===== config.mk =====
export PLATFORM = sky130hd
export DESIGN_NAME = eth_tx_ctrl
export DESIGN_NICKNAME = d
export VERILOG_FILES = /design/src/rtl/eth_tx_ctrl.sv
export SDC_FILE = /design/constraint.sdc
export NUM_CORES = 1
export LEC_CHECK = 0
export ABC_CLOCK_PERIOD_IN_PS = 15200
export CAP_MARGIN = 10
export CORE_AREA = 2 2 228 118
export DETAILED_ROUTE_END_ITERATION = 10
export DIE_AREA = 0 0 230 120
export SYNTH_ARGS = -nofsm -noshare
export SYNTH_HDL_FRONTEND = slang
export SYNTH_SLANG_ARGS = --single-unit

===== constraint.sdc =====
create_clock -name clk -period 15.2 [get_ports clk]
set_clock_uncertainty 0.2 [all_clocks]
set_input_delay 2.28 -clock clk [delete_from_list [all_inputs] [get_ports clk]]
set_output_delay 2.28 -clock clk [all_outputs]
set_load 0.01 [all_outputs]

===== src/rtl/eth_tx_ctrl.sv =====
// RMII transmit frame sequencer: emits preamble/SFD/header/payload/pad/FCS as a
// byte stream paced by the serializer's byte requests, then enforces the IFG.
module eth_tx_ctrl #(
  parameter int MIN_PAYLOAD    = 46,
  parameter int MAX_PAYLOAD    = 1500,
  parameter int IFG_BYTES      = 12,
  parameter int PREAMBLE_BYTES = 7
) (
  input  logic        clk,
  input  logic        rst_n,
  input  logic        tx_start,
  input  logic [47:0] dest_addr,
  input  logic [47:0] src_addr,
  input  logic [15:0] len_type,
  input  logic [7:0]  data,
  input  logic        data_vld,
  input  logic        data_last,
  output logic        data_rdy,
  input  logic        byte_req,
  output logic [7:0]  tx_byte,
  output logic        tx_byte_vld,
  output logic        tx_en,
  output logic        crc_rst,
  output logic        crc_en,
  input  logic [31:0] crc_computed,
  output logic        busy,
  output logic        tx_err
);

  typedef enum logic [3:0] {
    IDLE, PREAMBLE, SFD, DEST_ADDR, SRC_ADDR, LEN_TYPE, PAYLOAD, PAD, FCS, IFG
  } state_t;

  localparam logic [4:0]  PRE_LAST = 5'(PREAMBLE_BYTES - 1);
  localparam logic [4:0]  IFG_LAST = 5'(IFG_BYTES - 1);
  localparam logic [15:0] MIN_LEN  = 16'(MIN_PAYLOAD);
  localparam logic [15:0] MAX_LEN  = 16'(MAX_PAYLOAD);

  state_t      state, state_nxt;
  logic [4:0]  cnt, cnt_nxt;
  logic [15:0] pay_cnt, pay_cnt_nxt, pay_inc;
  logic [47:0] dest_q, src_q;
  logic [15:0] len_q;
  logic [31:0] fcs_q;

  logic       emit, emit_crc, cap_fcs, latch_hdr;
  logic [7:0] emit_byte;
  logic       tx_en_nxt, err_nxt, crc_rst_nxt;

  function automatic logic [7:0] byte_of48(input logic [47:0] v, input logic [4:0] i);
    case (i)
      5'd0:    byte_of48 = v[47:40];
      5'd1:    byte_of48 = v[39:32];
      5'd2:    byte_of48 = v[31:24];
      5'd3:    byte_of48 = v[23:16];
      5'd4:    byte_of48 = v[15:8];
      default: byte_of48 = v[7:0];
    endcase
  endfunction

  assign data_rdy = byte_req && (state == PAYLOAD);
  assign pay_inc  = pay_cnt + 16'd1;

  always_ff @(posedge clk or negedge rst_n) begin
    if (!rst_n) begin
      state   <= IDLE;
      cnt     <= '0;
      pay_cnt <= '0;
    end else begin
      state   <= state_nxt;
      cnt     <= cnt_nxt;
      pay_cnt <= pay_cnt_nxt;
    end
  end

  always_comb begin
    state_nxt   = state;
    cnt_nxt     = cnt;
    pay_cnt_nxt = pay_cnt;
    emit        = 1'b0;
    emit_crc    = 1'b0;
    emit_byte   = 8'h00;
    cap_fcs     = 1'b0;
    latch_hdr   = 1'b0;
    tx_en_nxt   = tx_en;
    err_nxt     = 1'b0;
    crc_rst_nxt = 1'b0;
    case (state)
      IDLE: begin
        if (tx_start && !busy) begin
          latch_hdr   = 1'b1;
          crc_rst_nxt = 1'b1;
          cnt_nxt     = '0;
          pay_cnt_nxt = '0;
          state_nxt   = PREAMBLE;
        end
      end
      PREAMBLE: if (byte_req) begin
        emit      = 1'b1;
        emit_byte = 8'h55;
        tx_en_nxt = 1'b1;
        if (cnt == PRE_LAST) begin
          cnt_nxt   = '0;
          state_nxt = SFD;
        end else cnt_nxt = cnt + 5'd1;
      end
      SFD: if (byte_req) begin
        emit      = 1'b1;
        emit_byte = 8'hD5;
        state_nxt = DEST_ADDR;
      end
      DEST_ADDR, SRC_ADDR: if (byte_req) begin
        emit      = 1'b1;
        emit_crc  = 1'b1;
        emit_byte = byte_of48((state == DEST_ADDR) ? dest_q : src_q, cnt);
        if (cnt == 5'd5) begin
          cnt_nxt   = '0;
          state_nxt = (state == DEST_ADDR) ? SRC_ADDR : LEN_TYPE;
        end else cnt_nxt = cnt + 5'd1;
      end
      LEN_TYPE: if (byte_req) begin
        emit      = 1'b1;
        emit_crc  = 1'b1;
        emit_byte = (cnt == 5'd0) ? len_q[15:8] : len_q[7:0];
        if (cnt == 5'd1) begin
          cnt_nxt   = '0;
          state_nxt = PAYLOAD;
        end else cnt_nxt = cnt + 5'd1;
      end
      PAYLOAD: if (byte_req) begin
        if (data_vld) begin
          emit        = 1'b1;
          emit_crc    = 1'b1;
          emit_byte   = data;
          pay_cnt_nxt = pay_inc;
          if (data_last) begin
            state_nxt = (pay_inc < MIN_LEN) ? PAD : FCS;
          end else if (pay_inc == MAX_LEN) begin
            err_nxt   = 1'b1;
            state_nxt = FCS;
          end
        end else begin
          // Underrun: abandon the frame without an FCS so the receiver sees a bad frame.
          err_nxt   = 1'b1;
          tx_en_nxt = 1'b0;
          state_nxt = IFG;
        end
      end
      PAD: if (byte_req) begin
        emit        = 1'b1;
        emit_crc    = 1'b1;
        pay_cnt_nxt = pay_inc;
        if (pay_inc == MIN_LEN) state_nxt = FCS;
      end
      FCS: if (byte_req) begin
        if (cnt < 5'd4) begin
          emit    = 1'b1;
          cnt_nxt = cnt + 5'd1;
          case (cnt)
            5'd0: begin
              emit_byte = crc_computed[7:0];
              cap_fcs   = 1'b1;
            end
            5'd1:    emit_byte = fcs_q[15:8];
            5'd2:    emit_byte = fcs_q[23:16];
            default: emit_byte = fcs_q[31:24];
          endcase
        end else begin
          tx_en_nxt = 1'b0;
          cnt_nxt   = '0;
          state_nxt = IFG;
        end
      end
      IFG: if (byte_req) begin
        if (cnt == IFG_LAST) begin
          cnt_nxt   = '0;
          state_nxt = IDLE;
        end else cnt_nxt = cnt + 5'd1;
      end
      default: state_nxt = IDLE;
    endcase
  end

  always_ff @(posedge clk) begin
    if (latch_hdr) begin
      dest_q <= dest_addr;
      src_q  <= src_addr;
      len_q  <= len_type;
    end
    if (cap_fcs) fcs_q <= crc_computed;
  end

  // Busy covers the whole IFG and one extra cycle after the return to IDLE.
  always_ff @(posedge clk or negedge rst_n) begin
    if (!rst_n) begin
      tx_byte     <= '0;
      tx_byte_vld <= 1'b0;
      crc_en      <= 1'b0;
      tx_en       <= 1'b0;
      crc_rst     <= 1'b0;
      busy        <= 1'b0;
      tx_err      <= 1'b0;
    end else begin
      tx_byte_vld <= emit;
      crc_en      <= emit && emit_crc;
      tx_en       <= tx_en_nxt;
      crc_rst     <= crc_rst_nxt;
      tx_err      <= err_nxt;
      busy        <= (state != IDLE) || (state_nxt != IDLE);
      if (emit) tx_byte <= emit_byte;
      else if (state == IDLE || state == IFG) tx_byte <= '0;
    end
  end

endmodule


# --- After elaboration in Yosys (flattened, before gate mapping) ---
# Index checks and enable logic that the tools add are counted.
word_totals:
  reg_bits: 183
  in_bits: 158
  elab_cells: 144
  output_inout_bits: 15
classes:
  muxes: 77
  addsub: 2
  reduce_logical: 20
  magnitude_cmp: 2
  n_eq_ne: 29
ops:
  columns: ["op", "count"]
  rows:
  - ["$mux W8", 10]
  - ["$mux W4", 19]
  - ["$mux W16", 4]
  - ["$mux W5", 11]
  - ["$mux W48", 1]
  - ["$pmux W16 S3", 1]
  - ["$pmux W8 S6", 1]
  - ["$pmux W8 S5", 1]
  - ["$pmux W4 S9", 1]
  - ["$pmux W5 S6", 1]
  - ["$pmux W8 S3", 1]
  - ["$mux W1", 22]
  - ["$ne A2 B2 Y1 const B", 11]
  - ["$add A16 B1 Y16 const B", 1]
  - ["$eq A16 B11 Y1 const B", 1]
  - ["$eq A16 B6 Y1 const B", 1]
  - ["$eq A4 B3 Y1 const B", 4]
  - ["$lt A16 B6 Y1 const B", 1]
  - ["$eq A5 B3 Y1 const B", 3]
  - ["$eq A5 B2 Y1 const B", 2]
  - ["$eq A4 B2 Y1 const B", 2]
  - ["$eq A4 B4 Y1 const B", 2]
  - ["$reduce_bool A4 Y1", 2]
  - ["$mux W7", 1]
  - ["other kinds (21)", 26]

# --- Longest topological paths before layout ---
logic_depth:
  word_depth: 9
  depth_mapped: 10
  mapped_depth_nobuf: 8

# --- Worst setup path before layout ---
# Ideal clock, no wire load.
synth_timing:
  kind: "input-to-reg"
  startpoint: "input tx_start"
  endpoint: "register cnt[3]"
  t_required_ns: 14.879
  n_path_buf: 0
  arrival_ns: 6.021
  cell_stages: 4
  setup_time_ns: 0.121
  slack_ns: 8.858
  path_cell_list: "and3b_1 > a21oi_1 > a21o_1 > a22o_1"
synth_via:
  elab_chain_cells: 3
synth_rtl:
  columns: ["item", "line", "rtl"]
  rows:
  - ["start: declaration", "11", "input logic tx_start,"]
  - ["$logic_and A1 B1 Y1", "90", "if (tx_start && !busy) begin"]
  - ["$ne A2 B2 Y1 (no source line)", null, null]
  - ["$reduce_and A7 Y1 (no source line)", null, null]
  - ["end signal: assignment", "71", "cnt <= cnt_nxt;"]
  - ["end: declaration", "40", "logic [4:0] cnt, cnt_nxt;"]
# No other way between the ends.
# A chain may end at the register's enable or synchronous reset.

# --- Worst setup path in the final report ---
layout_timing:
  startpoint: "input byte_req"
  endpoint: "output data_rdy"
layout_via:
  elab_chain_cells: 1
layout_rtl:
  columns: ["item", "line", "rtl"]
  rows:
  - ["start: declaration", "19", "input logic byte_req,"]
  - ["$logic_and A1 B1 Y1", "61", "assign data_rdy = byte_req && (state == PAYLOAD);"]
  - ["end: declaration", "18", "output logic data_rdy,"]
# No other way between the ends.

==> summary.md <==
| Metric | Value |
|---|---|
| Outcome | finished, final reports clean |
| CORE AREA | 25700 µm² |
| Synth Area in Adders | 1.08% |
| Mapped cell area | 8090 µm² |
| CTS tree | built |
| Root buffer cell | clkbuf_16 |
| GRT overflow | 0 |
| Sw frac | 33.6% |
| Post-CTS Repair Setup Buffers | 0 |
| Setup tns final | 0 ns |
| Iter 0 DRT Violations | 684 |
| Least-Margin Pin Slew | 1.12 ns |
| Cts bufs inserted | 17 |
| Clk_lat worst skew | 0.45 ns |
| PortBufs | 172 |
| Ys async rst share | 22.3% |
| R2R Setup Slk | 10.97 ns |
| GRT Util Overall | 18.0% |
| Post-synthesis compound-gate area fraction | 14.6% |
| Crit path arrival time | 4.48 ns |
| Post-synthesis xor/xnor area fraction | 0.650% |
| Slew margin rel. | 25.4% |
| Reg2reg path depth | 6 |
| Main combinational cell family by area after synthesis | compound AO/OA/AOI/OAI gates |
| Final Power | 1.48 mW |
| Hold Crit Depth | 2 |
| Hold Crit Endpoint | tx_byte[4]$_DFFE_PN0P_ |
| Clock period minus worst slack | 6.96 ns |
| Fin. Hold Viols | 0 |
| Post-route clock period utilization | 45.8% |
| Met3 wire len | 1770 µm |
| Clock share of power | 30.1% |
| CP endpoint kind | primary output |
| Distinct cell type count after synthesis | 73 |
| Num ports | 173 |
| Yosys warns | 0 |
| Pwr/cell area | 138 nW/µm² |
| Top FF cell, synth | edfxtp_1 |
| Simple-gate share of the synthesized area | 12.1% |
| Starting Density | 31.4% |
| HPWL after DPL | 17400 µm |
| Hold-fix buffer count after cts | 0 |
| CTS Buffer Depth | 2 |
| DR WL/cell | 20.9 µm |
| Final wirelength | 24000 µm |
| Layout area overhead | 33.0% |
| Vias in the first global route | 6007 |
| Final instance area | 10800 µm² |
| Crit path cell chain | clkdlybuf4s50_1, nand3_1, inv_1, clkdlybuf4s50_1 |
| Commonest non-fill, non-tap cell in the layout | clkdlybuf4s50_1 |
| Antenna viol nets, final | 0 |
| RSZ-0062 raised after global routing | no |
| Num rows | 42 |
| Gpl congestion | 0.877 |
| Layout Nets | 952 |
| DRC | 0 |
| HP Start | tx_byte[4]$_DFFE_PN0P_ |
| Clk sinks | 175 |
| CP most frequent cell | clkdlybuf4s50_1 |
| DIE WIDTH | 230 µm |
| Clk pin slew, worst setup/hold paths | 0.07 ns |
| Total die area | 27600 µm² |
| H-tree levels | 4 |
| Worst-path maximum fanout | 25 |
| Finished Layout Cells | 1153 |
| Pleak | 3.63 nW |
| Internal | 0.983 mW |
| Max Cap Viol | 0 |
| Worst EP required | 12.72 ns |
| Hold Crit Class | flip-flop to flip-flop |
| Share of layout cells above drive strength 1 | 11.4% |
| Pin count of the biggest net entering global routing | 66 |
| Placed inst area | 10200 µm² |
| Max VDD drop | 0.122 mV |
| Post-route setup slack | 8.24 ns |
| Comb power frac | 29.1% |
| M1 WL | 11900 µm |
| Startpoint Class | input port |
| Worst path slowest cell | clkdlybuf4s50_1 |
| Peak Freq | 0.144 GHz |
| Router iterations before antenna repair | 9 |
| Most frequent cells in the layout | clkdlybuf4s50_1, edfxtp_1, nand2_1, o21ai_0, dfrtp_1 |
| Dpl cells | 1119 |
| Crit Path Category | input port to primary output |
| Synth Instances | 633 |
| Reg2reg end | pay_cnt[9]$_DFFE_PN0P_ |
| Mean post-synth cell area | 12.8 µm² |
| Critical R2R Launch | state[0]$_DFF_PN0_ |
| Top layer in use | met5 |
| First-pass GRT wire length | 36500 µm |
| Mapped Nets | 798 |
| Post-synthesis mux area share | 6.08% |
| Pre-CTS WS | 8.30 ns |
| Sequential area share after synthesis | 62.5% |
| Yosys reg bits | 175 |
| Die H | 120 µm |
| Max incr delay on CP | 1.09 ns |
| Post-synth EDFFs | 136 |
| Vias per cell | 5.23 |
| Sw power | 0.497 mW |
| Fin. max-slew vios | 0 |
| Final setup fails | 0 |
| Sequential share of power | 40.9% |
| Metal2 WL | 9690 µm |
| Antenna violations before repair | 2 |
| Cts repair resizes | 0 |
| Vias | 6031 |
## cell usage after synthesis (all sizes together), types with 3 or more instances
cell | instances | area [µm²]
a211oi | 4 | 30.0
a21oi | 36 | 180
a221oi | 4 | 35.0
a222oi | 19 | 190
a22o | 3 | 26.3
a22oi | 4 | 30.0
a31o | 3 | 26.3
a31oi | 3 | 18.8
and2 | 7 | 43.8
and3 | 6 | 37.5
buf | 17 | 91.3
clkbuf | 28 | 105
dfrtp | 39 | 976
edfxtp | 136 | 4080
ha | 7 | 87.6
inv | 10 | 37.5
mux2 | 19 | 214
mux2i | 21 | 210
mux4 | 3 | 67.6
nand2 | 54 | 205
nand2b | 6 | 37.5
nand3 | 21 | 123
nand3b | 4 | 30.0
nand4 | 6 | 43.8
nor2 | 25 | 96.4
nor3 | 7 | 35.0
nor4 | 6 | 43.8
nor4b | 5 | 62.6
nor4bb | 4 | 40.0
o2111ai | 3 | 26.3
o21ai | 50 | 250
o22ai | 11 | 68.8
o311ai | 3 | 26.3
o31ai | 11 | 82.6
o41ai | 3 | 26.3
or3 | 4 | 25.0
or3b | 3 | 26.3
xor2 | 4 | 35.0
## worst max path at each step
| stage | start | end | slack, ns | depth (start not counted) |
|---|---|---|---|---|
| after floorplan | tx_start | cnt[3]$_DFFE_PN0P_ | 8.86 | 4 |
| after global placement | byte_req | data_rdy | 8.33 | 4 |
| after detailed placement | byte_req | data_rdy | 8.30 | 4 |
| after CTS | byte_req | data_rdy | 8.30 | 4 |
| after global routing | byte_req | data_rdy | 8.19 | 4 |
| final | byte_req | data_rdy | 8.24 | 4 |
## metal layers
metal  global-route usage [%]  up-vias
met1                     27.0     2917
met2                     23.8      268
met4                     8.06        2
met3                     4.75       39
li1                         -     2805
met5                        0        -
## critical path, delay by kind of cell
family | cells | cell delay (ns)
buf+inv | 3 | 1.87
simple gates | 1 | 0.33
## sequential cells by signal (all words and copies together) (netlist names), 4 cells and up
signal,flops
fcs_q,24
src_q,48
state,4
dest_q,48
pay_cnt,16
cnt,5
tx_byte,8
len_q,16
## layout make-up
cell class	count	area [µm²]
Clock buffer	19	443
Sequential cell	175	5060
Tap cell	352	440
Inverter	11	41.3
Timing Repair Buffer	180	1770
Multi-Input combinational cell	402	2850
Fill cell	2405	15000
Antenna cell	1	2.50
Clock inverter	13	144
## stage by stage
step	utilization [%]	hold slack, ns
2_1_floorplan	-	0.291
3_3_place_gp	39.5	0.308
3_5_place_dp	39.5	0.316
4_1_cts	41.8	0.334
5_1_grt	41.8	0.367
6_report	41.8	0.332
## logic make-up after synthesis
| family | count (synthesis) |
|---|---|
| adder cells (fa/ha/maj) | 7 |
| XOR/XNOR | 6 |
| AO/OA/AOI/OAI | 174 |
| flip-flops | 175 |
| buffers and inverters | 56 |
| multiplexers | 43 |
| AND/OR/NAND/NOR | 172 |
## power by group through the flow
stage	clock network, mW	logic, mW	registers (mW)
finish	0.445	0.430	0.605
CTS	0.457	0.430	0.604
global placement	0	0.426	0.614
floorplan	0	0.252	0.595
global route	0.476	0.467	0.612
detailed placement	0	0.428	0.614
No activity file was read; power rests on OpenSTA's default activity.
==> variant, RTL diff (config.mk and constraints unchanged) <==
The output `tx_err` loses its register stage (`tx_err` becomes a continuous assignment).
--- a/src/rtl/eth_tx_ctrl.sv
+++ b/src/rtl/eth_tx_ctrl.sv
@@ -199,18 +199,18 @@
       tx_en       <= 1'b0;
       crc_rst     <= 1'b0;
       busy        <= 1'b0;
-      tx_err      <= 1'b0;
     end else begin
       tx_byte_vld <= emit;
       crc_en      <= emit && emit_crc;
       tx_en       <= tx_en_nxt;
       crc_rst     <= crc_rst_nxt;
-      tx_err      <= err_nxt;
       busy        <= (state != IDLE) || (state_nxt != IDLE);
       if (emit) tx_byte <= emit_byte;
       else if (state == IDLE || state == IFG) tx_byte <= '0;
     end
   end
 
+  assign tx_err = err_nxt;
+
 endmodule
 
Function: no difference found for any inputs over 10 cycles, from zero or initial values and one cycle with rst_n low; that may be too few to reach the edited logic, so the function may still have changed.
==> variant against the unedited design <==
  * Total power shrank 2.3%
  * Area after synthesis shrank 2.1%
  * Clock power is essentially flat
  * Sequential cell count shrank 1
  * First-iteration DRC count shrank 18%
  * Wire length grew 1.4%
  * Largest cell class unchanged
  * Count of clock-buffer cells in the layout shrank 1
  * Final cell count grew 2.0%
  * Cell area shrank 1.7%
  * Setup slack gained 0.026 ns
  * Maximum frequency grew 0.37%
  * Non-clock buffer count shrank 1
==> variant: results <==
export IMPL_hold_path_class="flop to flop"
export IMPL_worst_ep_arrival_time_ns=4.46
export IMPL_cts_reportedPaths_clkPinSlew_ns=0.07
export IMPL_grt_max_degree=67
export IMPL_synth_cell_type_count=67
export IMPL_timing_worst_slew_pin_value_ns=1.20
export IMPL_number_of_slew_limit_violations_in_the_final_report=0
export IMPL_synth_area_top_cells="sky130_fd_sc_hd__edfxtp_1 52%, sky130_fd_sc_hd__dfrtp_1 12%, sky130_fd_sc_hd__nand2_1 3.8%"
export IMPL_reg_top3="dest_q x48, src_q x48, fcs_q x24"
export IMPL_worstSkewPairLatency_ns=0.44
export IMPL_startpoint_of_the_most_critical_register_to_register_path="cnt[2]$_DFFE_PN0P_"
export IMPL_crit_path_max_incr_delay_ns=1.01
export IMPL_r2r_slack_ns=11.33
export IMPL_number_of_antenna_violations_at_the_first_check_in_global_routing=1
export IMPL_cell_family_with_the_largest_share_of_critical_path_delay="buffers and inverters"
export IMPL_synth_async_reset_ratio_pct=21.8
export IMPL_run_status="finished clean"
export IMPL_first_pass_grt_wire_length_mm=36.5
export IMPL_placement_cell_area_um2=9990
export IMPL_post_synthesis_area_per_instance_um2=12.1
export IMPL_tritoncts_num_sinks=174
export IMPL_cts_root_to_sink_buffers=2
export IMPL_cp_endpoint="tx_err"
export IMPL_edff_count_synth=136
export IMPL_static_leakage_power_nw=3.69
export IMPL_critical_path_reg2reg_endpoint="tx_byte[1]$_DFFE_PN0P_"
export IMPL_peakVddDrop_v=0.0000670
export IMPL_post_cts_resized_instances=0
export IMPL_synth_fp_nets=819
export IMPL_io_buffers=172
export IMPL_dpl_cell_count=1143
export IMPL_finalNetCount=975
export IMPL_avgRoutedWirePerCell_um=20.7
export IMPL_nFillCells=2454
export IMPL_detail_route_iter0_violations=559
export IMPL_layout_drive_gt1_share_pct=7.41
export IMPL_cp_slowest_cell="sky130_fd_sc_hd__clkdlybuf4s50_1"
export IMPL_worstPathMaxFanout=23
export IMPL_timing_final_ws_setup_ns=8.26
export IMPL_grt_use_total_pct=18.1
export IMPL_synth_yosys_seq_area_share_pct=63.6
export IMPL_setup_violations_final=0
export IMPL_yosys_warnings=0
export IMPL_drt_pass1_iterations=8
export IMPL_clk_root_buffer_cell="sky130_fd_sc_hd__clkbuf_16"
export IMPL_gp_congestion=0.876
export IMPL_grt_pass1_vias=5766
export IMPL_setup_worst_path_start="byte_req"
export IMPL_cts_made_buffers=17
export IMPL_layoutNonFillerInstCount=1176
export IMPL_dp_hpwl_mm=17.1
export IMPL_cts_htree_levels=4
export IMPL_r2r_worst_path_cells=6
export IMPL_ys_top_cells_by_count="136 x sky130_fd_sc_hd__edfxtp_1, 81 x sky130_fd_sc_hd__nand2_1, 38 x sky130_fd_sc_hd__dfrtp_1, 37 x sky130_fd_sc_hd__o21ai_0, 34 x sky130_fd_sc_hd__a21oi_1"
export IMPL_drt_vias_per_instance=5.13
==> variant: per-layer routing <==
metal / vias to the layer above / share of wire (%) / global-route usage [%]
li1: 2836 / - / -
met1: 2946 / 53 / 29.0
met2: 236 / 38 / 23.1
met3: 19 / 7.7 / 4.42
met4: 0 / 1.3 / 6.01
met5: - / 0 / 0
==> variant: metrics by stage <==
| stage | power, mW | hold WS [ns] |
|---|---|---|
| after floorplan | 0.840 | 0.286 |
| after global placement | 1.01 | 0.311 |
| after detailed placement | 1.01 | 0.317 |
| after CTS | 1.46 | 0.337 |
| after global routing | 1.53 | 0.349 |
| final | 1.45 | 0.333 |
==> variant: final cells by class <==
cell class / instances / area (µm²) / area share [%]
Tap cell: 352 / 440 / 4.17
Timing Repair Buffer: 179 / 1770 / 16.7
Sequential cell: 174 / 5030 / 47.6
Multi-Input combinational cell: 419 / 2670 / 25.3
Inverter: 19 / 71.3 / 0.674
Clock buffer: 18 / 429 / 4.06
Clock inverter: 14 / 156 / 1.48
Antenna cell: 1 / 2.50 / 0.0237
==> variant: power breakdown <==
part / internal, mW / switching, mW / leakage, nW / total [mW]
combinational: 0.162 / 0.217 / 1.68 / 0.379
sequential: 0.573 / 0.0489 / 1.73 / 0.622
clock: 0.245 / 0.199 / 0.280 / 0.444
total: 0.981 / 0.465 / 3.69 / 1.45
==> variant: logic make-up after synthesis <==
logic type / synth area share (%)
AO/OA/AOI/OAI: 16.1
XOR/XNOR: 1.11
adder cells (fa/ha/maj): 1.11
buffers and inverters: 3.00
flip-flops: 63.6
multiplexers: 1.69
AND/OR/NAND/NOR: 13.5
==> variant: worst min-delay path by stage <==
stage                                  startpoint                      end  slack, ns  cells after the start
after floorplan           pay_cnt[15]$_DFFE_PN0P_  pay_cnt[15]$_DFFE_PN0P_       0.29                      1
after global placement    pay_cnt[15]$_DFFE_PN0P_  pay_cnt[15]$_DFFE_PN0P_       0.31                      1
after detailed placement  pay_cnt[15]$_DFFE_PN0P_  pay_cnt[15]$_DFFE_PN0P_       0.32                      1
after CTS                 pay_cnt[15]$_DFFE_PN0P_  pay_cnt[15]$_DFFE_PN0P_       0.34                      1
after global routing      pay_cnt[15]$_DFFE_PN0P_  pay_cnt[15]$_DFFE_PN0P_       0.35                      1
final                     pay_cnt[15]$_DFFE_PN0P_  pay_cnt[15]$_DFFE_PN0P_       0.33                      1
==> variant: worst reg2reg max path, delay by kind of cell (launching register included) <==
family	cells	cell delay, ns
simple gates	3	1.77
compound gates	3	1.25
flops	1	0.47
